`src/rtl/cache_axi_pkg.sv`:
```
// cache_axi_pkg: shared request encodings, AXI burst codes, FSM states and type-to-burst mapping
package cache_axi_pkg;
  typedef enum logic [2:0] {
    T_BYTE = 3'b000,
    T_HALF = 3'b001,
    T_WORD = 3'b010,
    T_LINE = 3'b100
  } req_type_e;
  localparam logic [1:0] BURST_INCR = 2'b01;
  localparam logic [2:0] SIZE_WORD = 3'b010;
  localparam logic [1:0] LINE_LAST = 2'd3;
  typedef enum logic [1:0] {
    R_IDLE,
    R_AR,
    R_DATA
  } rd_state_e;
  typedef enum logic [1:0] {
    W_IDLE,
    W_SEND,
    W_RESP
  } wr_state_e;
  typedef struct packed {
    logic [7:0] len;
    logic [2:0] size;
  } xfer_t;
  // Line requests are four-beat word bursts; illegal codes fall back to a single word.
  function automatic xfer_t map_type(input logic [2:0] t);
    xfer_t x;
    x.len = (t == T_LINE) ? 8'd3 : 8'd0;
    x.size = (t[2] || t[1:0] == 2'b11) ? SIZE_WORD : {1'b0, t[1:0]};
    return x;
  endfunction
endpackage

```
`src/rtl/axi_wbeat_shifter.sv`:
```
// axi_wbeat_shifter: holds an accepted write line and presents it one 32-bit W beat at a time
module axi_wbeat_shifter
  import cache_axi_pkg::*;
(
  input  logic         clk,
  input  logic         resetn,
  input  logic         load,
  input  logic         line,
  input  logic         advance,
  input  logic [127:0] data,
  input  logic [3:0]   strb,
  output logic [31:0]  wdata,
  output logic [3:0]   wstrb,
  output logic         wlast
);
  logic [127:0] data_q;
  logic [3:0]   strb_q;
  logic         line_q;
  logic [1:0]   beat;
  // capture the request on acceptance; each W handshake steps the beat, saturating at the last one
  always_ff @(posedge clk or negedge resetn) begin
    if (!resetn) begin
      data_q <= '0;
      strb_q <= '0;
      line_q <= 1'b0;
      beat   <= '0;
    end else if (load) begin
      data_q <= data;
      strb_q <= strb;
      line_q <= line;
      beat   <= '0;
    end else if (advance && !wlast) begin
      beat <= beat + 2'd1;
    end
  end
  assign wlast = beat == (line_q ? LINE_LAST : 2'd0);
  assign wdata = data_q[{beat, 5'd0} +: 32];
  assign wstrb = line_q ? 4'hf : strb_q;
endmodule

```
`src/rtl/cache_axi_bridge.sv`:
```
// cache_axi_bridge: turns cache refill/writeback requests into AXI4 read and write bursts
module cache_axi_bridge
  import cache_axi_pkg::*;
#(
  parameter logic [3:0] RD_ID = 4'd0,
  parameter logic [3:0] WR_ID = 4'd1
) (
  input  logic         clk,
  input  logic         resetn,
  input  logic         rd_req,
  input  logic [2:0]   rd_type,
  input  logic [31:0]  rd_addr,
  output logic         rd_rdy,
  output logic         ret_valid,
  output logic [1:0]   ret_last,
  output logic [31:0]  ret_data,
  input  logic         wr_req,
  input  logic [2:0]   wr_type,
  input  logic [31:0]  wr_addr,
  input  logic [3:0]   wr_wstrb,
  input  logic [127:0] wr_data,
  output logic         wr_rdy,
  output logic [3:0]   arid,
  output logic [31:0]  araddr,
  output logic [7:0]   arlen,
  output logic [2:0]   arsize,
  output logic [1:0]   arburst,
  output logic         arvalid,
  input  logic         arready,
  input  logic [31:0]  rdata,
  input  logic [1:0]   rresp,
  input  logic         rlast,
  input  logic         rvalid,
  output logic         rready,
  output logic [3:0]   awid,
  output logic [31:0]  awaddr,
  output logic [7:0]   awlen,
  output logic [2:0]   awsize,
  output logic [1:0]   awburst,
  output logic         awvalid,
  input  logic         awready,
  output logic [31:0]  wdata,
  output logic [3:0]   wstrb,
  output logic         wlast,
  output logic         wvalid,
  input  logic         wready,
  input  logic [1:0]   bresp,
  input  logic         bvalid,
  output logic         bready
);
  rd_state_e   r_state, r_next;
  wr_state_e   w_state, w_next;
  logic [31:0] r_addr, w_addr;
  xfer_t       r_xfer, w_xfer;
  logic        aw_done, w_done;
  logic        rd_acc, wr_acc, aw_hs, w_hs, sh_wlast, hazard;
  logic        unused_resp;
  assign unused_resp = ^{rresp, bresp};
  assign hazard  = (w_state != W_IDLE) && (rd_addr[31:4] == w_addr[31:4]);
  assign rd_rdy  = (r_state == R_IDLE) && !hazard;
  assign rd_acc  = rd_req && rd_rdy;
  assign wr_rdy  = w_state == W_IDLE;
  assign wr_acc  = wr_req && wr_rdy;
  assign arid    = RD_ID;
  assign araddr  = r_addr;
  assign arlen   = r_xfer.len;
  assign arsize  = r_xfer.size;
  assign arburst = (r_state == R_IDLE) ? 2'b00 : BURST_INCR;
  assign arvalid = r_state == R_AR;
  assign rready  = r_state == R_DATA;
  assign ret_valid = rready && rvalid;
  assign ret_data  = rready ? rdata : 32'd0;
  assign ret_last  = {1'b0, rready && rlast};
  assign awid    = WR_ID;
  assign awaddr  = w_addr;
  assign awlen   = w_xfer.len;
  assign awsize  = w_xfer.size;
  assign awburst = (w_state == W_IDLE) ? 2'b00 : BURST_INCR;
  assign awvalid = (w_state == W_SEND) && !aw_done;
  assign wvalid  = (w_state == W_SEND) && !w_done;
  assign wlast   = (w_state == W_SEND) && sh_wlast;
  assign bready  = w_state == W_RESP;
  assign aw_hs   = awvalid && awready;
  assign w_hs    = wvalid && wready;
  axi_wbeat_shifter u_shifter (
    .clk     (clk),
    .resetn  (resetn),
    .load    (wr_acc),
    .line    (wr_type == T_LINE),
    .advance (w_hs),
    .data    (wr_data),
    .strb    (wr_wstrb),
    .wdata   (wdata),
    .wstrb   (wstrb),
    .wlast   (sh_wlast)
  );
  // read state and the request it is serving
  always_ff @(posedge clk or negedge resetn) begin
    if (!resetn) begin
      r_state <= R_IDLE;
      r_addr  <= '0;
      r_xfer  <= '0;
    end else begin
      r_state <= r_next;
      if (rd_acc) begin
        r_addr <= rd_addr;
        r_xfer <= map_type(rd_type);
      end
    end
  end
  // read sequencing: request, address phase, then beats until rlast
  always_comb begin
    r_next = r_state;
    case (r_state)
      R_IDLE:  r_next = rd_acc ? R_AR : R_IDLE;
      R_AR:    r_next = arready ? R_DATA : R_AR;
      R_DATA:  r_next = (rvalid && rlast) ? R_IDLE : R_DATA;
      default: r_next = R_IDLE;
    endcase
  end
  // write state, request and per-channel completion flags for AW and the last W beat
  always_ff @(posedge clk or negedge resetn) begin
    if (!resetn) begin
      w_state <= W_IDLE;
      w_addr  <= '0;
      w_xfer  <= '0;
      aw_done <= 1'b0;
      w_done  <= 1'b0;
    end else begin
      w_state <= w_next;
      if (wr_acc) begin
        w_addr  <= wr_addr;
        w_xfer  <= map_type(wr_type);
        aw_done <= 1'b0;
        w_done  <= 1'b0;
      end else begin
        if (aw_hs) aw_done <= 1'b1;
        if (w_hs && sh_wlast) w_done <= 1'b1;
      end
    end
  end
  // write sequencing: AW and W complete in any order before waiting for B
  always_comb begin
    w_next = w_state;
    case (w_state)
      W_IDLE:  w_next = wr_acc ? W_SEND : W_IDLE;
      W_SEND:  w_next = ((aw_done || aw_hs) && (w_done || (w_hs && sh_wlast))) ? W_RESP : W_SEND;
      W_RESP:  w_next = bvalid ? W_IDLE : W_RESP;
      default: w_next = W_IDLE;
    endcase
  end
endmodule
```
`config.mk`:
```
export PLATFORM = sky130hd
export DESIGN_NAME = cache_axi_bridge
export DESIGN_NICKNAME = d
export VERILOG_FILES = /design/src/rtl/cache_axi_pkg.sv /design/src/rtl/axi_wbeat_shifter.sv /design/src/rtl/cache_axi_bridge.sv
export SDC_FILE = /design/constraint.sdc
export NUM_CORES = 1
export LEC_CHECK = 0
export CORE_AREA = 4 4 161 163
export CTS_BUF_LIST = sky130_fd_sc_hd__clkbuf_4 sky130_fd_sc_hd__clkbuf_8
export CTS_CLUSTER_SIZE = 28
export DETAILED_ROUTE_END_ITERATION = 12
export DIE_AREA = 0 0 165 167
export PLACE_DENSITY = 0.84
export SLEW_MARGIN = 25
export SYNTH_ARGS = -nofsm -noshare
export SYNTH_HDL_FRONTEND = slang
export SYNTH_SLANG_ARGS = --single-unit
```
`constraint.sdc`:
```
create_clock -name clk -period 4.7 [get_ports clk]
set_clock_uncertainty 0.15 [all_clocks]
set_input_delay 0.94 -clock clk [delete_from_list [all_inputs] [get_ports clk]]
set_output_delay 0.94 -clock clk [all_outputs]
set_load 0.05 [all_outputs]
```
==> impl_metrics.py <==
metrics = {
    "yosys": {
        "synth.area.mux_share_pct": 11.7,
        "synth_top_area_cell": "dfrtp_1",
        "async_reset_ff_share_pct": 100,
        "netlist_area_sq_um": 9500,
        "synthCells": 987,
        "ys_seq_area_share_pct": 55.3,
        "synth.distinct_cells": 33,
        "synthAdderAreaFrac_pct": 0,
        "synth_seq_cells": 210,
        "postSynthAreaPerCell_sq_um": 9.63,
        "synth_top_family_by_area": "simple AND/OR/NAND/NOR gates",
        "synthSimpleGateAreaFrac_pct": 24.6,
        "synth_area_leaders": "dfrtp_1, nand2_1, mux4_2, mux2_2, xor2_1",
        "synth_edf_count": 0,
        "synth_ff_type": "dfrtp_1",
        "synth_xor_area_share_pct": 2.58,
        "yosys.area.top_type_share_pct": 55.3,
        "yosysWarningCount": 0,
        "synth_compound_gate_area_share_pct": 0.987,
    },
    "place": {
        "dp_hpwl_microns": 22900,
        "place.gp.congestion": 0.907,
        "portBuffers": 395,
    },
    "cts": {
        "cts.path.max_buffers": 3,
        "clk_pin_slew_ns": 0.06,
        "cts_buffers": 38,
        "clock_latency_ns": 0.51,
        "cts.sinks": 210,
        "htree_levels": 2,
        "cts_setup_buffers": 0,
        "ctsHoldBuffers": 0,
        "cts_tree": "built",
        "cts-resized-gates": 0,
        "root_buffer": "clkbuf_8",
    },
    "critical_path": {
        "path_buf_inv": 2,
        "endpoint_kind": "output port",
        "cpMaxStageDelayCell": "clkdlybuf4s50_1",
        "cp_top_family": "buffers and inverters",
        "crit_type": "input port to output port",
        "required_ns": 3.61,
        "path_cells": "clkdlybuf4s50_1 > xor2_1 > nor4_1 > nand4_1 > nor3_1 > nor2_1 > clkdlybuf4s50_1",
        "arrival_ns": 3.28,
        "crit_fanout": 2,
        "cpPeakStageDelay_ns": 0.71,
        "critPathMostFrequentCell": "clkdlybuf4s50_1",
        "r2r_setup_slack_ns": 2.00,
        "cp-start-kind": "input port",
    },
    "worst_hold_path": {
        "hold_path_class": "register to register",
    },
    "drt": {
        "wirelength_microns": 30400,
        "ant_nets": 0,
        "drt_first_pass_iters": 5,
        "dr_total_vias": 8314,
        "vias_per_cell": 4.82,
        "drc": 0,
        "post_drt_wl_per_cell_microns": 17.6,
        "drtIter0Drc": 420,
    },
    "floorplanning": {
        "fp.dieH_microns": 167,
        "die_w_microns": 165,
        "rows": 57,
        "dieArea_sq_um": 27600,
        "core_sq_um": 24300,
        "io_pins": 425,
        "initial_utilization_pct": 39.1,
    },
    "layout": {
        "layout-drive-gt1-share_pct": 10.8,
        "syn2layout_area_growth_pct": 51.8,
        "layout_commonest_cell": "nand2_1",
        "final_cell_mix": "nand2_1, clkdlybuf4s50_1, dfrtp_1",
        "fin_nets": 1624,
    },
    "sta": {
        "tightest_slew_ns": 0.903,
        "drv_slew": 0,
        "period_share_pct": 93.1,
        "fmax_mhz": 229,
        "holdWs_ns": 0.318,
        "relSlewSlack_pct": 39.8,
        "fin_crit_ns": 4.37,
        "setup_tns_ns": 0,
        "rsz0062_at_grt": "no",
        "setup_viol": 0,
        "finalHoldViolations": 0,
    },
    "grt": {
        "grt.total_usage_pct": 21.2,
        "antenna_found_initial": 4,
        "grt_max_degree": 148,
        "grt_first_pass_wirelength_microns": 45700,
        "grt_pass1_vias": 8543,
        "grt-ovfl-total": 0,
    },
    "pwr": {
        "p_leak_nw": 6.80,
        "cellPowerDensity_nw_per_um2": 746,
        "vdd_drop_max_uv": 536,
    },
    "run": {
        "max-cap-violations": 0,
    },
    "status": {
        "status": "finished clean",
    },
}
[cell type report]
| class | count | area [sq um] |
|---|---|---|
| Clock buffer | 62 | 753 |
| Multi-Input combinational cell | 714 | 3900 |
| Fill cell | 1984 | 9890 |
| Inverter | 5 | 18.8 |
| Sequential cell | 210 | 5260 |
| Antenna cell | 3 | 7.51 |
| Clock inverter | 1 | 5.00 |
| Timing Repair Buffer | 407 | 4090 |
| Tap cell | 324 | 405 |
[Yosys cell counts, types with 3 or more instances]
library cell / instances
dfrtp_1: 210
nand3_1: 3
xor2_1: 28
nor2_1: 14
nand2_1: 504
mux2_2: 31
clkbuf_1: 44
mux4_2: 32
nor4_1: 6
nor3_1: 3
buf_1: 3
inv_1: 5
buf_4: 28
or2_2: 6
buf_6: 3
a21oi_1: 6
and2_1: 36
buf_2: 3
[report_power, final]
group / switching [W] / total [W] / internal [W]
Sequential: 0.000590 / 0.00326 / 0.00267
Combinational: 0.00370 / 0.00580 / 0.00209
Clock: 0.000708 / 0.00171 / 0.00100
[registers in the layout, indices dropped and copies added (netlist names)]
register	cells
u_shifter.data_q	128
araddr	32
awaddr	32
u_shifter.strb_q	4
arsize	2
awsize	2
r_state	2
u_shifter.beat	2
w_state	2
arlen	1
aw_done	1
awlen	1
w_done	1
[worst paths after layout]
path                            cells past startpoint                 start              endpoint
worst max-delay path                                7           rd_addr[10]                rd_rdy
worst min-delay path                                2  u_shifter.data_q[94]  u_shifter.data_q[94]
worst max register to register                      6            awaddr[12]            araddr[10]
worst min register to register                      2  u_shifter.data_q[94]  u_shifter.data_q[94]
max in group asynchronous                           2                resetn             awaddr[3]
min in group asynchronous                           1                resetn             araddr[1]
[cells by family after synthesis]
| family | Yosys count |
|---|---|
| AOI/OAI and AO/OA | 13 |
| other | 2 |
| and+or+nand+nor | 581 |
| buffers and inverters | 86 |
| muxes | 67 |
| xor gates and xnor gates | 28 |
| DFF | 210 |
[tightest hold or removal path, stage by stage, from the launching register on]
cell,delay [ns]
dfrtp_1,0.34
nand2_1,0.05
nand2_1,0.05
[per-layer routing]
layer | vias to the layer above | track usage [%] | wire (microns)
met5 | - | 0 | 13
met4 | 2 | 10.9 | 1470
met3 | 95 | 6.48 | 2730
met2 | 373 | 36.6 | 15500
met1 | 3996 | 23.2 | 10700
li1 | 3848 | - | -
[through the flow]
step                      utilization [%]  cell area (sq um)  power, W  setup WS, ns  std cells
final                                59.3              14400    0.0108         0.326       1726
after CTS                            59.3              14400    0.0109         0.313       1723
after detailed placement             56.2              13700   0.00912         0.311       1660
after global placement               56.2              13700   0.00894         0.332       1660
after global routing                 59.3              14400    0.0114         0.158       1726
after floorplan                         -               9590   0.00705          1.43       1010
No activity file was read; power rests on OpenSTA's default activity.
